### config.mk
export PLATFORM = sky130hd
export DESIGN_NAME = fm_param_sequencer
export DESIGN_NICKNAME = d
export VERILOG_FILES = /design/src/rtl/fm_param_sequencer.sv
export SDC_FILE = /design/constraint.sdc
export NUM_CORES = 1
export LEC_CHECK = 0
export CORE_MARGIN = 3
export CORE_UTILIZATION = 55
export DETAILED_ROUTE_END_ITERATION = 8
export PLACE_DENSITY = 0.93
export SLEW_MARGIN = 15
export SYNTH_ARGS = -nofsm -noshare
export SYNTH_HDL_FRONTEND = slang
export SYNTH_SLANG_ARGS = --single-unit
### constraint.sdc
create_clock -name clk -period 5.6 [get_ports clk]
set_clock_uncertainty 0.05 [all_clocks]
set_input_delay 0.84 -clock clk [delete_from_list [all_inputs] [get_ports clk]]
set_output_delay 0.84 -clock clk [all_outputs]
set_load 0.005 [all_outputs]
### src/rtl/fm_param_sequencer.sv
`default_nettype none
// ============================================================================
// Module   : fm_param_sequencer
// Purpose  : Accepts FM voice parameter commands (fundamental, harmonicity,
//            modulation index, modulation step) and applies them to the synth
//            on sample ticks. Fundamental and harmonicity change in one step on
//            the first tick after a command. The modulation index then ramps
//            toward its target by one step per tick.
// Ports    : clk, reset        - clock and asynchronous active-high reset
//            sample_tick       - one-cycle pulse per synth output sample
//            cmd_valid/ready   - command handshake (ready only when idle)
//            cmd_fundamental   - target fundamental, unsigned Q14.10 Hz
//            cmd_harmonicity   - target harmonicity, unsigned Q3.13
//            cmd_mod_index     - target modulation index, unsigned Q7.9
//            cmd_mod_step      - index change per tick, 0 = jump
//            fundamental, harmonicity, mod_index - registered synth params
//            busy              - a command is in progress
//            done              - one-cycle pulse after a command completes
// Revision : 1.0 - initial release
// ============================================================================
module fm_param_sequencer #(
  parameter int FUND_WIDTH = 24,
  parameter int HARM_WIDTH = 16,
  parameter int IDX_WIDTH  = 16
) (
  input  logic                  clk,
  input  logic                  reset,
  input  logic                  sample_tick,
  input  logic                  cmd_valid,
  output logic                  cmd_ready,
  input  logic [FUND_WIDTH-1:0] cmd_fundamental,
  input  logic [HARM_WIDTH-1:0] cmd_harmonicity,
  input  logic [IDX_WIDTH-1:0]  cmd_mod_index,
  input  logic [IDX_WIDTH-1:0]  cmd_mod_step,
  output logic [FUND_WIDTH-1:0] fundamental,
  output logic [HARM_WIDTH-1:0] harmonicity,
  output logic [IDX_WIDTH-1:0]  mod_index,
  output logic                  busy,
  output logic                  done
);

  localparam logic [1:0] C_IDLE      = 2'd0;
  localparam logic [1:0] C_WAIT_TICK = 2'd1;
  localparam logic [1:0] C_RAMP      = 2'd2;

  logic [1:0]            state_q, state_d;
  logic [FUND_WIDTH-1:0] fund_q, tgt_fund_q;
  logic [HARM_WIDTH-1:0] harm_q, tgt_harm_q;
  logic [IDX_WIDTH-1:0]  idx_q, tgt_idx_q, tgt_step_q;
  logic                  done_q;
  // Low while reset is held and until the first edge after release, so
  // cmd_ready stays low during reset even though the state reads IDLE.
  logic                  live_q;

  logic                  w_handshake;
  logic                  w_active;
  logic                  w_tick_step;
  logic                  w_up;
  logic                  w_reach;
  logic [IDX_WIDTH:0]    w_cur, w_tgt, w_stp, w_diff, w_next_ext;

  assign w_handshake = cmd_valid && cmd_ready;
  assign w_active    = (state_q == C_WAIT_TICK) || (state_q == C_RAMP);
  assign w_tick_step = sample_tick && w_active;

  // One ramp step, evaluated one bit wider than the index so neither the
  // distance nor the moved value can wrap. Moving by the full step only when
  // the distance exceeds it guarantees no overshoot past the target.
  always_comb begin
    w_cur = {1'b0, idx_q};
    w_tgt = {1'b0, tgt_idx_q};
    w_stp = {1'b0, tgt_step_q};
    w_up  = (w_tgt >= w_cur);
    w_diff = w_up ? (w_tgt - w_cur) : (w_cur - w_tgt);
    if ((w_stp == '0) || (w_diff <= w_stp)) begin
      w_next_ext = w_tgt;
    end else if (w_up) begin
      w_next_ext = w_cur + w_stp;
    end else begin
      w_next_ext = w_cur - w_stp;
    end
    w_reach = (w_next_ext == w_tgt);
  end

  // State register
  always_ff @(posedge clk or posedge reset) begin
    if (reset) begin
      state_q <= C_IDLE;
    end else begin
      state_q <= state_d;
    end
  end

  // Next-state logic
  always_comb begin
    state_d = state_q;
    case (state_q)
      C_IDLE: begin
        if (w_handshake) state_d = C_WAIT_TICK;
      end
      C_WAIT_TICK, C_RAMP: begin
        if (sample_tick) state_d = w_reach ? C_IDLE : C_RAMP;
      end
      default: state_d = C_IDLE;
    endcase
  end

  // Output logic
  always_comb begin
    cmd_ready = live_q && (state_q == C_IDLE);
    busy      = (state_q != C_IDLE);
  end

  // Datapath: target capture, parameter updates and completion pulse
  always_ff @(posedge clk or posedge reset) begin
    if (reset) begin
      live_q     <= 1'b0;
      done_q     <= 1'b0;
      fund_q     <= '0;
      harm_q     <= '0;
      idx_q      <= '0;
      tgt_fund_q <= '0;
      tgt_harm_q <= '0;
      tgt_idx_q  <= '0;
      tgt_step_q <= '0;
    end else begin
      live_q <= 1'b1;
      done_q <= w_tick_step && w_reach;
      if (w_handshake) begin
        tgt_fund_q <= cmd_fundamental;
        tgt_harm_q <= cmd_harmonicity;
        tgt_idx_q  <= cmd_mod_index;
        tgt_step_q <= cmd_mod_step;
      end
      // Fundamental and harmonicity only move on the first tick of a command
      if (sample_tick && (state_q == C_WAIT_TICK)) begin
        fund_q <= tgt_fund_q;
        harm_q <= tgt_harm_q;
      end
      if (w_tick_step) begin
        idx_q <= w_next_ext[IDX_WIDTH-1:0];
      end
    end
  end

  assign fundamental = fund_q;
  assign harmonicity = harm_q;
  assign mod_index   = idx_q;
  assign done        = done_q;

endmodule
`default_nettype wire

# Word-level counts from Yosys, hierarchy flattened
# Cells that the tools add are included.
[word_totals]
reg_bits = 132
in_bits = 76
out_inout_bits = 59
wordCells = 40
[op_classes]
add_sub_neg = 4
order_cmp = 2
n_eq_ne = 5
n_mux = 7
n_reduce_logical = 12
[ops]
columns = ["operator", "count"]
rows = [
  ["$mux 17", 3],
  ["$sub 16x16->17", 3],
  ["$add 16x16->17", 1],
  ["$eq 17x16->1", 1],
  ["$le 17x16->1", 1],
  ["$ge 16x16->1", 1],
  ["$logic_not 16->1", 1],
  ["$mux 2", 3],
  ["$logic_and 1x1->1", 5],
  ["$ne 2x2->1 const B", 2],
  ["$pmux 2 s2", 1],
  ["$eq 2x1->1 const B", 1],
  ["$eq 2x2->1 const B", 1],
  ["$logic_not 2->1", 1],
  ["$logic_or 1x1->1", 2],
  ["$reduce_and 2->1", 1],
  ["$reduce_bool 2->1", 1],
  ["$reduce_or 2->1", 1],
]

# Longest topological paths before layout
# Gate-level depths: netlist of run 1.
[depth]
ltp_word = 9
ltp_mapped = 23
ltp_nobuf = 21

# Least setup slack after synthesis of run 1
# No wires, ideal clock.
[synth_path]
kind = "flip-flop to flip-flop"
from = "register idx_q[6], in the netlist mod_index[6]"
to = "register state_q[1]"
setup_ns = 0.129
t_arrival_ns = 4.639
setup_slack_ns = 0.782
stages_incl_launch_ff = 22
cell_sequence = "dfrtp_1 inv_1 ha_1 buf_2 a21oi_2 o21ai_1 a221o_1 nor3_4 clkbuf_1 nand2_1 xnor2_1 ha_1 clkbuf_1 xnor2_1 mux2i_1 o2111ai_1 nor4_1 nand4_1 a2111oi_0 nand4_1 o31ai_1 o21ai_1"
[synth_via]
elab_chain_len = 9
word_cells_on_any_way = 14
cone_classes = "4 x add/sub; 2 x order compare; 1 x eq/ne; 6 x mux; 1 x reduce/logical"
[synth_rtl]
columns = ["element", "line", "text"]
rows = [
  ["start: declaration", "49", "logic [IDX_WIDTH-1:0] idx_q, tgt_idx_q, tgt_step_q;"],
  ["start signal: assignment", "141", "idx_q <= w_next_ext[IDX_WIDTH-1:0];"],
  ["$sub 16x16->17 / $ge 16x16->1 (equally long branches)", "74, 73", ""],
  ["$mux 17", "74", "w_diff = w_up ? (w_tgt - w_cur) : (w_cur - w_tgt);"],
  ["$le 17x16->1", "75", "if ((w_stp == '0) || (w_diff <= w_stp)) begin"],
  ["$logic_or 1x1->1", "75", ""],
  ["$mux 17 *", "75", ""],
  ["$eq 17x16->1 *", "82", "w_reach = (w_next_ext == w_tgt);"],
  ["$mux 2 * (2 in series)", "102", "if (sample_tick) state_d = w_reach ? C_IDLE : C_RAMP;"],
  ["$pmux 2 s2 *", "97", "case (state_q)"],
  ["end signal: assignment", "90", "state_q <= state_d;"],
  ["end: declaration", "46", "logic [1:0] state_q, state_d;"],
]
# Every way passes the cells marked *; elsewhere a longest branch is shown, timed or not. The select of a mux whose other input is x is not followed.
# A chain may end at the register's enable or synchronous reset.

# Worst setup path after layout of run 1
[layout_path]
from = "register idx_q[6], in the netlist mod_index[6]"
to = "register idx_q[9], in the netlist mod_index[9]"
[layout_via]
elab_chain_len = 5
word_cells_on_any_way = 10
cone_classes = "4 x add/sub; 2 x order compare; 3 x mux; 1 x reduce/logical"
[layout_rtl]
columns = ["element", "line"]
rows = [
  ["$sub 16x16->17 / $ge 16x16->1 (equally long branches)", "74, 73"],
  ["$mux 17", "74"],
  ["$le 17x16->1", "75"],
  ["$logic_or 1x1->1", "75"],
  ["$mux 17 *", "75"],
]
# Every way passes the cells marked *; elsewhere a longest branch is shown, timed or not.

==> summary.md, run 1 <==
| Metric | Value |
|---|---|
| Largest net degree at the start of global routing | `between 70 and 80` |
| Fin. Hold Viols | `0` |
| Residual DRC | `0` |
| Worst hold path type | `register to register` |
| Bufs and invs on worst path | `3` |
| Synth-to-layout area growth | `26.7%` |
| Max Slew Vio Count | `0` |
| Critical Path Max Stage Delay | `roughly 470 ps` |
| Fin util | `about 73%` |
| Max Cap Violations | `0` |
| Antenna violations before repair | `0` |
| Count leader, synth | `dfrtp_1` |
| Setup Slack @ Placement | `11.8 ps` |
| Pre-Repair DR Iteration Count | `5` |
| Launch point of the worst reg-to-reg path | `mod_index[6]` |
| Initial core utilization | `~57%` |
| Worst Setup EP | `mod_index[9]` |
| Number of CTS-inserted buffers | `17` |
| Worst setup margin | `around 250 ps` |
| Clk Latency, worst-skew pair | `~430 ps` |
| CP Launch Point | `mod_index[6]` |
| IO Port Bufs | `134` |
| Wire per inst | `20.8 µm` |
| Clk slew on worst S/H paths | `70 ps` |
| F_max | `187 MHz` |
| Kind of critical path | `register to register` |
| Number of synthesized register bits | `between 100 and 150` |
| Clock Path Buffers | `2` |
| Synthesized area | `~8500 µm²` |
| Tmin final | `5350 ps` |
| Fin nets | `1108` |
| Startpoint Class | `register` |
| CP top delay family | `compound AO/OA/AOI/OAI gates` |
| DP HPWL | `17600 µm` |
| Share of post-route cells with drive strength above 1 | `19.6%` |
| Setup tns final | `0 ps` |
| Via count of the first global-routing pass | `7205` |
| Synth Warn # | `0` |
| Overflow after GRT | `0` |
| H-tree Lvls | `4` |
| Critical path cell sequence | `inv_1 > ha_1 > a21oi_2 > o21ai_1 > a221o_1 > nor3_4 > buf_8 > mux2i_1 > o21ai_0 > o31ai_1 > xnor2_1 > ha_1 > a21o_1 > a21oi_1 > nor2b_1 > o311a_1 > a211oi_2 > a31oi_1 > a21oi_4 > buf_12 > mux2_1 > a21oi_1` |
| Syn avg cell area | `10.4 µm²` |
| CTS tree | `yes` |
| Die Wd | `131 µm` |
| Unrepaired setup endpoints after global routing | `no` |
| Routed WL | `24100 µm` |
| First-pass GRT wire length | `38300 µm` |
| Async set or reset register ratio after synthesis | `100%` |
| DRT iter0 DRCs | `approximately 660` |
| Io pins | `135` |
| Diode count | `0` |
| WHS Path Cells | `1` |
| CP Capture Type | `register` |
| GRT Util Overall | `approximately 29%` |
| Routed Antenna Nets | `0` |
| Core ar. | `14900 µm²` |
| Reg-to-reg endpoint | `mod_index[9]` |
| CP max FO | `27` |
| CP max stage cell | `a221o_1` |
| Largest area contributor in the netlist | `dfrtp_1` |
| Via count | `a little over 7k` |
| CP required | `about 5900 ps` |
| Die Ht | `between 100 and 150 µm` |
| CP arrival | `~5700 ps` |
| Post-synthesis sequential area ratio | `38.7%` |
| Crit. path cell count | `22` |
| Endpoints failing setup | `0` |
| Row Count | `44` |
| Synth Net Count | `970` |
| Period utilization | `about 95%` |
| Most frequent cells after synthesis | `dfrtp_1, mux2_2, ha_1` |
| Reg-to-reg setup timing slack | `250 ps` |
| Top area cells in the synthesized netlist | `dfrtp_1, mux2_2, ha_1` |
| Die footprint | `roughly 17000 µm²` |
| Slew Limit Headroom | `31.7%` |
| Count of distinct cell types in the synthesized netlist | `69` |
| Post-synth EDFFs | `0` |
| R2R depth | `22` |
| Placer congestion estimate | `approximately 0.93` |
| Synth Flop Type | `dfrtp_1` |
| CTS sink count | `roughly 130` |
| Hold buffer count at CTS | `0` |
| Worst Max-Slew Pin Slew | `1020 ps` |
| Via density | `6.12` |
| Synthesized instance count | `about 820` |
| Yosys top cell area share | `38.7%` |
| Clock Root Buffer | `clkbuf_16` |
| Status | `finished clean` |
==> flip-flops by register name, indices dropped and copies added, names as in the netlist <==
| register | flops |
|---|---|
| live_q | 1 |
| done | 1 |
| tgt_harm_q | 16 |
| tgt_fund_q | 24 |
| tgt_step_q | 16 |
| fundamental | 24 |
| state_q | 2 |
| tgt_idx_q | 16 |
| harmonicity | 16 |
| mod_index | 16 |
==> worst min-delay path by stage <==
stage,from,to,slack [ps]
5_1_grt,harmonicity[3],harmonicity[3],460
6_report,tgt_fund_q[0],fundamental[0],450
4_1_cts,tgt_harm_q[15],tgt_harm_q[15],460
3_5_place_dp,tgt_harm_q[15],harmonicity[15],440
2_1_floorplan,tgt_fund_q[0],fundamental[0],420
3_3_place_gp,tgt_fund_q[21],fundamental[21],430
==> area by class of cell <==
type / instances / area [µm²]
inverters: 64 / 243
flip-flops and latches: 132 / 3300
clock buffers: 17 / 425
well taps: 184 / 230
repair buffers: 154 / 1510
clock inverters: 15 / 205
multi-input cells: 591 / 4900
fillers: 1026 / 4050
==> metrics by stage <==
stage / std cells / cell area [µm²] / hold slack (ps)
after floorplan: 822 / 8540 / 425
after global placement: 1123 / 10100 / 432
after detailed placement: 1123 / 10100 / 440
after CTS: 1155 / 10700 / 457
after global routing: 1157 / 10800 / 461
final: 1157 / 10800 / 454
==> what timing repair did <==
| action | CTS | global route |
|---|---|---|
| setup buffers | 0 | 2 |
| endpoints found under the setup margin | 2 | 18 |
| gates resized for setup | 2 | 15 |
| pin swaps | 0 | 1 |
==> routing by layer <==
layer / vias to the layer above / track usage [%] / part of all wire [%]
met5: - / 0 / 0
li1: 3218 / - / -
met3: 46 / 8.74 / 9.4
met4: 0 / 9.07 / 2.5
met2: 352 / 48.0 / 48
met1: 3467 / 36.8 / 40
==> kinds of logic (layout without fill, tap and decap cells) <==
logic type / count (synthesis) / count (layout) / synth area share (%)
AOI/OAI and AO/OA: 181 / 181 / 14.3
xor gates and xnor gates: 52 / 52 / 5.82
adders and majority gates: 72 / 72 / 10.8
buffers and inverters: 99 / 250 / 4.60
DFF: 132 / 132 / 38.7
muxes: 128 / 128 / 16.8
other: 1 / 1 / 0.0439
and+or+nand+nor: 157 / 157 / 8.96
==> cells in the final DEF, fill, tap and decap left out, types with 6 or more instances in the layout <==
cell type,synthesis,layout
nor2b_1,7,7
inv_1,64,63
nor3_1,9,7
mux2_2,113,113
a21o_1,24,24
o21ai_0,24,20
mux2i_1,12,12
nor2_1,33,33
nand3_1,20,19
nand4_1,13,13
a211oi_1,9,8
buf_4,1,18
dfrtp_1,132,131
o31ai_1,11,10
xor2_1,6,6
a21oi_1,51,50
ha_1,69,69
xnor2_1,43,43
o221ai_1,10,10
clkdlybuf4s50_1,0,134
clkbuf_16,0,17
nand2_1,49,48
Power of run 1 is left out: the tool's default activity adds up to more than one toggle a clock period on the data nets, which glitch-free logic cannot reach.
==> run 2: changes to the inputs <==
--- a/config.mk
+++ b/config.mk
@@ -5,7 +5,6 @@
 export SDC_FILE = /design/constraint.sdc
 export NUM_CORES = 1
 export LEC_CHECK = 0
-export CORE_MARGIN = 3
 export CORE_UTILIZATION = 55
 export DETAILED_ROUTE_END_ITERATION = 8
 export PLACE_DENSITY = 0.93
==> constraint.sdc (replaced) <==
create_clock -name clk -period 5.1 [get_ports clk]
set_clock_uncertainty 0.05 [all_clocks]
set_input_delay 0.765 -clock clk [delete_from_list [all_inputs] [get_ports clk]]
set_output_delay 0.765 -clock clk [all_outputs]
set_load 0.005 [all_outputs]
==> run 2 against run 1 <==
  * Register-to-register slack about the same
  * Worst hold slack got worse by 1.8 ps
  * Sequential share of layout area decreased by 1.3 points
  * Via count increased by 2.1%
  * Die area decreased by 6.0%
  * Global-route usage increased by 2.1 points
  * Highest routed layer unchanged
  * Critical endpoint is now mod_index[15]
  * First-iteration DRC count decreased by 9.6%
  * Cell count increased by 5.0%
==> summary.md, run 2 (synthesized netlist as in run 1, its figures left out) <==
| Metric | Value |
|---|---|
| Number of CTS-inserted buffers | `17` |
| IO Port Bufs | `134` |
| Max Slew Vio Count | `0` |
| Worst hold endpoint | `harmonicity[11]` |
| Hold_sp | `tgt_harm_q[11]` |
| Wire per inst | `19.8 µm` |
| Placed inst area | `10500 µm²` |
| Die footprint | `roughly 16000 µm²` |
| Overflow after GRT | `0` |
| Residual DRC | `0` |
| Most frequent cells in the layout | `clkdlybuf4s50_1, dfrtp_1, mux2_2` |
| Via count of the first global-routing pass | `7395` |
| Worst hold path type | `register to register` |
| Tmin final | `4840 ps` |
| Routed WL | `approximately 24000 µm` |
| Launch point of the worst reg-to-reg path | `mod_index[12]` |
| Clock Root Buffer | `clkbuf_16` |
| Synth-to-layout area growth | `32.1%` |
| DP HPWL | `17800 µm` |
| R2R depth | `21` |
| Clk Latency, worst-skew pair | `420 ps` |
| Hold buffer count at CTS | `0` |
| Slew Limit Headroom | `29.8%` |
| Period utilization | `94.9%` |
| Reg-to-reg setup timing slack | `260 ps` |
| Routed Antenna Nets | `0` |
| Fin. Hold Viols | `0` |
| WHS Path Cells | `1` |
| Share of post-route cells with drive strength above 1 | `24.8%` |
| H-tree Lvls | `4` |
| Via density | `5.95` |
| Core ar. | `15100 µm²` |
| CP Launch Point | `mod_index[12]` |
| DRT iter0 DRCs | `594` |
| Kind of critical path | `register to register` |
| Fin nets | `about 1.2k` |
| GRT Util Overall | `31.2%` |
| CP arrival | `5050 ps` |
| Row Count | `45` |
| Reg-to-reg endpoint | `mod_index[15]` |
| First-pass GRT wire length | `38100 µm` |
| Endpoints failing setup | `0` |
| Initial core utilization | `a little under three fifths` |
| Diode count | `0` |
| Pre-Repair DR Iteration Count | `5` |
| Status | `finished clean` |
| CP required | `5310 ps` |
| Clk slew on worst S/H paths | `about 60 ps` |
| Placer congestion estimate | `slightly below 1` |
| Startpoint Class | `register` |
| Antenna violations before repair | `0` |
| Cell area after layout | `11300 µm²` |
| Commonest non-fill, non-tap cell in the layout | `clkdlybuf4s50_1` |
| Die Wd | `127 µm` |
| CTS sink count | `132` |
| Via count | `7235` |
| Io pins | `approximately 140` |
| Die Ht | `127 µm` |
| CP max FO | `11` |
| Worst Max-Slew Pin Slew | `1050 ps` |
| CP Capture Type | `register` |
| F_max | `207 MHz` |
| Max Cap Violations | `0` |
| CTS tree | `yes` |
| Largest net degree at the start of global routing | `77` |
| Clock Path Buffers | `2` |
-- run 2: metrics by stage --
| step | TNS [ps] | setup slack (ps) | hold slack, ps | std cells | utilization, % |
|---|---|---|---|---|---|
| final | 0 | 261 | 452 | 1215 | 74.5 |
| after global routing | -62.7 | -23.8 | 465 | 1215 | 74.5 |
| after CTS | 0 | 2.63 | 455 | 1212 | 73.5 |
| after detailed placement | -18.8 | -18.8 | 440 | 1178 | 69.5 |
| after global placement | 0 | 155 | 431 | 1178 | 69.5 |
| after floorplan | 0 | 282 | 425 | 822 | - |
-- run 2: area by class of cell --
type / instances / area, µm²
Multi-Input combinational cell: 591 / 4980
Fill cell: 1002 / 3870
Sequential cell: 132 / 3300
Timing Repair Buffer: 208 / 1930
Clock buffer: 19 / 443
Inverter: 64 / 243
Tap cell: 188 / 235
Clock inverter: 13 / 139
-- run 2: worst max path at each step --
stage	to	slack, ps	depth (start not counted)
final	mod_index[15]	260	21
after global routing	mod_index[0]	-20	21
after CTS	mod_index[15]	3	21
after detailed placement	mod_index[15]	-20	21
after global placement	state_q[1]	160	22
after floorplan	state_q[1]	280	21
-- run 2: critical path: stages, from the launching register on --
cell and delay, ps:
dfrtp_1 410, inv_1 100, ha_2 330, a21oi_2 200, o21ai_0 130, o21a_2 270
nor3_4 390, mux2i_1 350, nor2b_1 90, a311oi_1 280, o22ai_1 140, xor2_1 160
ha_1 300, nand3_1 130, nor2_1 60, a32o_1 270, a211oi_2 200, a31oi_1 100
a21oi_4 260, buf_12 180, mux2i_1 200, a21oi_1 90
-- run 2: repair_timing --
item                                    in CTS  in global routing
resized for setup                            1                 26
pin swaps                                    1                  4
endpoints found under the setup margin       5                 18
setup buffers                                2                  3
-- run 2: per-layer routing --
layer	share of wire, %	global-route usage, %
met5	0	0
met4	2.8	10.7
met3	8.4	10.3
met2	47	51.6
met1	41	38.2
Power of run 2 is left out for the same reason.
==> run 3: changes to the inputs <==
--- a/config.mk
+++ b/config.mk
@@ -5,9 +5,11 @@
 export SDC_FILE = /design/constraint.sdc
 export NUM_CORES = 1
 export LEC_CHECK = 0
-export CORE_UTILIZATION = 55
+export CORE_UTILIZATION = 60
 export DETAILED_ROUTE_END_ITERATION = 8
-export PLACE_DENSITY = 0.93
+export DONT_BUFFER_PORTS = 1
+export HOLD_SLACK_MARGIN = 0.05
+export PLACE_DENSITY = 0.84
 export SLEW_MARGIN = 15
 export SYNTH_ARGS = -nofsm -noshare
 export SYNTH_HDL_FRONTEND = slang
==> run 3 against run 2 <==
  * Cell count fell by 12%
  * Routed wire length fell by 10%
  * Global-route usage fell by 0.22 points
  * Die area fell by 8.2%
  * Flip-flop and latch count did not move
  * Via count fell by 8.7%
  * First-iteration DRC count fell by 23%
  * Design area fell by 12%
  * Maximum frequency fell by 2.9%
  * Non-clock buffer count fell by 134
  * Critical path type unchanged
==> summary.md, run 3 (synthesized netlist as in run 1, its figures left out) <==
| Metric | Value |
|---|---|
| DP HPWL | `16100 µm` |
| Die Ht | `around 120 µm` |
| Row Count | `43` |
| Synth-to-layout area growth | `16.7%` |
| Reg-to-reg setup timing slack | `around 110 ps` |
| Clock Root Buffer | `clkbuf_16` |
| IO Port Bufs | `0` |
| GRT Util Overall | `30.9%` |
| Via count | `6605` |
| Most frequent cells in the layout | `dfrtp_1, mux2_2, buf_4` |
| Period utilization | `between 90% and 100%` |
| Overflow after GRT | `0` |
| Hold buffer count at CTS | `0` |
| Worst setup margin | `114 ps` |
| CTS sink count | `132` |
| DRT iter0 DRCs | `455` |
| CP required | `5420 ps` |
| Routed Antenna Nets | `0` |
| Fin. Hold Viols | `0` |
| F_max | `201 MHz` |
| CTS tree | `yes` |
| Routed WL | `21700 µm` |
| Number of CTS-inserted buffers | `17` |
| Via count of the first global-routing pass | `about 6.5k` |
| First-pass GRT wire length | `34100 µm` |
| Cell area after layout | `9960 µm²` |
| Placed inst area | `9130 µm²` |
| Commonest non-fill, non-tap cell in the layout | `dfrtp_1` |
| H-tree Lvls | `4` |
| CP max FO | `11` |
| Clock Path Buffers | `2` |
| Antenna violations before repair | `4` |
| Residual DRC | `0` |
| CP arrival | `5300 ps` |
| Startpoint Class | `register` |
| Wire per inst | `20.2 µm` |
| Clk Latency, worst-skew pair | `430 ps` |
| Max Slew Vio Count | `0` |
| Worst Max-Slew Pin Slew | `1010 ps` |
| Endpoints failing setup | `0` |
| Kind of critical path | `register to register` |
| Tmin final | `4990 ps` |
| Largest net degree at the start of global routing | `95` |
| Io pins | `135` |
| Slew Limit Headroom | `~32%` |
| CP Capture Type | `register` |
| Via density | `6.14` |
| Core ar. | `13900 µm²` |
| Worst hold path type | `primary input to asynchronous set/reset pin` |
| Die Wd | `121 µm` |
| Share of post-route cells with drive strength above 1 | `slightly below 30%` |
| Fin nets | `approximately 1.0k` |
| Initial core utilization | `about three fifths` |
| Pre-Repair DR Iteration Count | `5` |
| Setup Slack @ Placement | `-49.1 ps` |
| Status | `finished clean` |
| Clk slew on worst S/H paths | `60 ps` |
| Max Cap Violations | `0` |
| Die footprint | `14700 µm²` |
| Placer congestion estimate | `0.983` |
[run 3: cell types whose count changed in the layout (fill, tap and decap cells not counted), sizes merged]
cell / before / now
clkdlybuf4s50: 134 / 0
diode: 0 / 2
inv: 72 / 74
clkbuf: 19 / 18
clkinv: 4 / 3
[run 3: per-layer routing]
metal	share of wire, %	wire length (µm)	vias up	global-route usage [%]
met5	0.12	27	-	0
met4	2.0	443	4	10.6
met3	8.8	1920	45	10.3
met2	46	10100	262	48.6
met1	43	9230	3233	39.9
li1	-	-	3061	-
[run 3: path summary, 6_finish.rpt]
kind	end	startpoint	cells past startpoint
max in group asynchronous	tgt_harm_q[9]	reset	2
setup reg to reg	done	mod_index[14]	19
hold reg to reg	tgt_harm_q[3]	tgt_harm_q[3]	1
hold / removal	fundamental[18]	reset	1
setup / recovery	done	mod_index[14]	19
min in group clk	tgt_idx_q[10]	cmd_mod_index[10]	1
[run 3: final cells by class]
type | count | area (µm²)
fill | 1018 | 3920
sequential | 132 | 3300
tap | 180 | 225
clock inverter | 14 | 158
clock buffer | 18 | 439
timing repair buffer | 74 | 576
multi-input combinational | 591 | 5010
antenna | 2 | 5.00
inverter | 64 | 245
[run 3: timing repair]
item / in CTS / in global routing
gates resized for setup: 2 / 35
setup endpoints to repair: 2 / 18
setup buffers: 0 / 8
pin swaps: 0 / 11
[run 3: metrics by stage]
stage,hold WS (ps),utilization (%),std cells,setup TNS [ps]
floorplan,425,-,822,0
finish,280,71.7,1075,0
CTS,363,70.1,1065,0
global placement,429,65.8,1033,0
detailed placement,440,65.8,1033,-87.5
global route,381,71.7,1073,-220
[run 3: critical path: stages, from the launching register on]
cell,delay [ps]
dfrtp_1,350
inv_1,70
ha_1,390
a21o_1,230
a221o_2,450
nor3_4,310
buf_4,170
buf_6,130
nand2_1,70
xnor2_1,330
ha_1,420
nor2b_1,180
o21ai_0,150
a31oi_1,160
nor4_2,250
nand4_1,180
a2111oi_2,380
nand4_1,190
o31ai_4,290
and2_1,170
Power of run 3 is left out for the same reason.
==> RTL change 1, RTL diff (settings of run 2) <==
Set the parameter `FUND_WIDTH` to 36 (it was 24).
--- a/src/rtl/fm_param_sequencer.sv
+++ b/src/rtl/fm_param_sequencer.sv
@@ -21,3 +21,3 @@
 module fm_param_sequencer #(
-  parameter int FUND_WIDTH = 24,
+  parameter int FUND_WIDTH = 36,
   parameter int HARM_WIDTH = 16,
Interface: changed (resized cmd_fundamental and fundamental); port bits go from 135 to 159. No check against the original RTL was run, so the function may have changed too.
==> RTL change 1 against run 2 <==
The run now ends with negative setup slack left. Cell area increased by 8.0%. Worst hold slack better by 2.7 ps. Synthesized cell count up 1.1%. Area after synthesis increased by 8.1%. Worst setup slack got worse by 350 ps. Die area grew 7.9%. Routed wire length increased by 17%. Final cell count grew 3.1%. Sequential cell count rose by 24.
Power is not shown: default switching activity piles up to over one toggle a cycle in this logic, so the estimate is an artifact.
==> RTL change 1: results (changes against run 2) <==
post-synth net total -> 991 (+2.2%)
DRT met1 WL -> 10200 um (+1.9%)
Num CTS Buffers -> 17 (unchanged)
postcts setup bufs -> 0 (-2)
Async S/R FF share, synth -> 100% (unchanged)
H-tree depth -> 4 (unchanged)
synth top area cells -> dfrtp_1, mux2_2, ha_1
clock buffer depth -> 2 (unchanged)
first-pass GRT wire length -> 40500 um (+6.4%)
antenna violations before repair -> 0 (unchanged)
post-DP HPWL -> 17900 um (+0.47%)
Cells after Synth -> 831 (+1.1%)
layout cell share with drive strength beyond 1 -> 27.1% (+2.3 points)
inverters -> 64 (unchanged)
synth unique cells -> 63 (-8.7%)
diode count -> 0 (unchanged)
multi-input combinational area share -> 41.8% (-2.4 points)
multi-input gates -> 577 (-2.4%)
commonest cells in the netlist -> dfrtp_1, mux2_2, ha_1
dpl ws -> -32.7 ps (-14.0 ps)
Clock Network Area Fraction -> 5.05% (-0.11 points)
Rows -> 46 (+2.2%)
metal3 WL -> 2660 um (+31%)
Synth Warn # -> 0 (unchanged)
final setup vio count -> 4 (+4)
DR vias/cell -> 6.22 (+4.5%)
setup ws final -> -92.3 ps (-353 ps)
Vias -> 7796 (+7.8%)
1st-pass router iterations -> 8 (+3)
vias in the first global route -> 7699 (+4.1%)
Non-Clock Buffer Count -> 208 (unchanged)
Clock Root Buffer -> clkbuf_16
status -> finished with violations
buffering overhead -> 16.7% (-0.45 points)
PortBufs -> 158 (+18%)
met2 wire length -> 13900 um (+22%)
largest net degree at the start of global routing -> 97 (+26%)
Clock Latency Late Sink -> 440 ps (+20 ps)
failing checks -> negative setup slack
Max transition margin -> 22.0% (-7.8 points)
cts repair resizes -> 3 (+2)
fill count -> 944 (-5.8%)
cell area after layout -> 12200 sq um (+8.0%)
drt first-iter violations -> 777 (+31%)
setup TNS -> -208 ps (-208 ps)
Avg WL per Cell -> 22.6 um (+14%)
nets -> 1184 (+1.9%)
Seq/Total Area, Yosys -> 42.3% (+3.6 points)
placer congestion estimate -> 0.920 (-5.3%)
post-placement cell area -> 11100 sq um (+5.6%)
FF+latch area -> 3920 sq um (+19%)
Seq Cell Count -> 156 (+18%)
GRT Total Usage -> 30.5% (-0.71 points)
RTL change 1: cell count changes after synthesis, sizes merged, moves of 7 or more:
cell,delta
mux2,+25
o31ai,-7
nand3,-9
nand2,-9
o21ai,+14
dfrtp,+24
mux2i,+12
a21oi,-12
o221ai,-7
RTL change 1: critical path, stage by stage (launching register included):
cell and delay (ps):
dfrtp_2 430, inv_1 70, ha_2 440, nand2_1 130, o21ai_0 380, inv_1 110, nand2_2 110, o21ai_4 90
buf_12 160, nand2_1 80, o21ai_0 200, fa_1 510, a211oi_1 430, o211ai_1 250, a41oi_1 400, nor2_1 90
a211oi_1 430, xnor3_1 290, nor2_1 100, nand4_1 120, a22o_1 190
RTL change 1: layer usage:
metal	vias up	global-route usage (%)
li1	3317	-
met1	3807	35.7
met2	516	53.4
met3	156	7.02
met4	0	12.5
met5	-	0
RTL change 1: cells by family (layout without fill, tap and decap cells):
| group | Yosys count | in the layout | synth area share (%) |
|---|---|---|---|
| AOI/OAI and AO/OA | 160 | 160 | 11.4 |
| xor gates and xnor gates | 59 | 59 | 5.75 |
| adders and majority gates | 72 | 72 | 10.0 |
| buffers and inverters | 98 | 304 | 4.41 |
| DFF | 156 | 156 | 42.3 |
| muxes | 165 | 165 | 19.8 |
| other | 1 | 1 | 0.0407 |
| and+or+nand+nor | 120 | 120 | 6.21 |
RTL change 1: path summary, 6_finish.rpt:
path / from / end / slack, ps / cells past startpoint
worst max register to register: mod_index[12] / state_q[1] / -90 / 20
worst min register to register: tgt_harm_q[3] / tgt_harm_q[3] / 450 / 1
worst min-delay path: tgt_harm_q[3] / tgt_harm_q[3] / 450 / 1
worst max-delay path: mod_index[12] / state_q[1] / -90 / 20
max in group asynchronous: reset / mod_index[2] / 3160 / 3
min in group asynchronous: reset / tgt_fund_q[19] / 830 / 2
==> RTL change 2, RTL diff (flow settings as in run 2) <==
Made on the original files. Reset style: synchronous (`reset`), changed in 2 clocked blocks. Comments in the files are not updated.
--- a/src/rtl/fm_param_sequencer.sv
+++ b/src/rtl/fm_param_sequencer.sv
@@ -85,3 +85,3 @@
   // State register
-  always_ff @(posedge clk or posedge reset) begin
+  always_ff @(posedge clk) begin
     if (reset) begin
@@ -114,3 +114,3 @@
   // Datapath: target capture, parameter updates and completion pulse
-  always_ff @(posedge clk or posedge reset) begin
+  always_ff @(posedge clk) begin
     if (reset) begin
Function: differs if reset is asserted again (counterexample within 4 cycles, from zero or initial values and one cycle with reset high); with reset held inactive, the same outputs for 4 cycles.
==> RTL change 2 against run 2 <==
The run now ends with design-rule violations left. Sequential share of layout area is 5.5 points lower. First-iteration DRC count increased by 67%. Routed wire length is 18% higher. Area after synthesis shrank 2.7%. Critical path depth grew 2. Sequential cell count is the same. Worst setup slack got worse by 210 ps. Critical path type unchanged. Cell area shrank 1.1%.
==> RTL change 2: results (changes against run 2) <==
status -> finished with violations
failing checks -> design-rule violations
cells on worst reg2reg path -> 23 (+9.5%)
Hold Startpoint -> tgt_harm_q[15]
placed cells -> 1410 (+20%)
Final Cycle Share -> 99.1% (+4.2 points)
WHS Path Cells -> 2 (+1)
Clock Latency Late Sink -> 440 ps (+20 ps)
DRT met1 WL -> 10800 um (+8.5%)
vias in the first global route -> 8582 (+16%)
mux share of post-synthesis cell area -> 4.40% (-12 points)
drt first-iter violations -> 990 (+67%)
synth top area cells -> dfxtp_1, nand2_1, ha_1
Worst Hold Slack -> 403 ps (-48.6 ps)
# DRC -> 9 (+9)
DRT Wirelength -> 28500 um (+18%)
first-pass GRT wire length -> 42800 um (+12%)
Avg WL per Cell -> 19.6 um (-1.2%)
met2 wire length -> 13100 um (+15%)
commonest cells in the netlist -> nand2_1, a21oi_1, dfxtp_1
metal3 WL -> 2530 um (+24%)
GRT met1 Usage -> 40.0% (+1.7 points)
post-DP HPWL -> 18800 um (+5.7%)
FF+latch area -> 2650 sq um (-20%)
1st-pass router iterations -> 8 (+3)
syn avg cell area -> 7.65 sq um (-26%)
GRT Total Usage -> 34.8% (+3.6 points)
-- RTL change 2: cell count changes after synthesis, sizes merged, moves of 5 or more --
cell           run 2  this run
o31ai             11         5
mux2i             12        26
buf                9        22
mux2             116         9
o221ai            10         2
o21ai             27        33
dfxtp              0       132
dfrtp            132         0
a21oi             55       162
o211ai             2         7
nand3             20        15
clkbuf            26        44
nand2             49       263
-- RTL change 2: timing repair --
| action | in CTS | in global routing |
|---|---|---|
| buffers inserted | 0 | 9 |
| pin swaps | 1 | 13 |
| gates resized for setup | 5 | 49 |
| setup endpoints to repair | 18 | 18 |
-- RTL change 2: area by class of cell --
class                   count  share of cell area [%]
clock buffers              17                    3.82
multi-input cells         824                    48.7
repair buffers            215                    17.9
clock inverters            15                    1.64
well taps                 184                    2.07
inverters                  64                    2.15
flip-flops and latches    132                    23.8
-- RTL change 2: power breakdown --
part / switching, mW / internal, mW
Combinational: 3.46 / 2.99
Sequential: 0.0928 / 1.15
Clock: 0.553 / 0.702
Total: 4.11 / 4.84
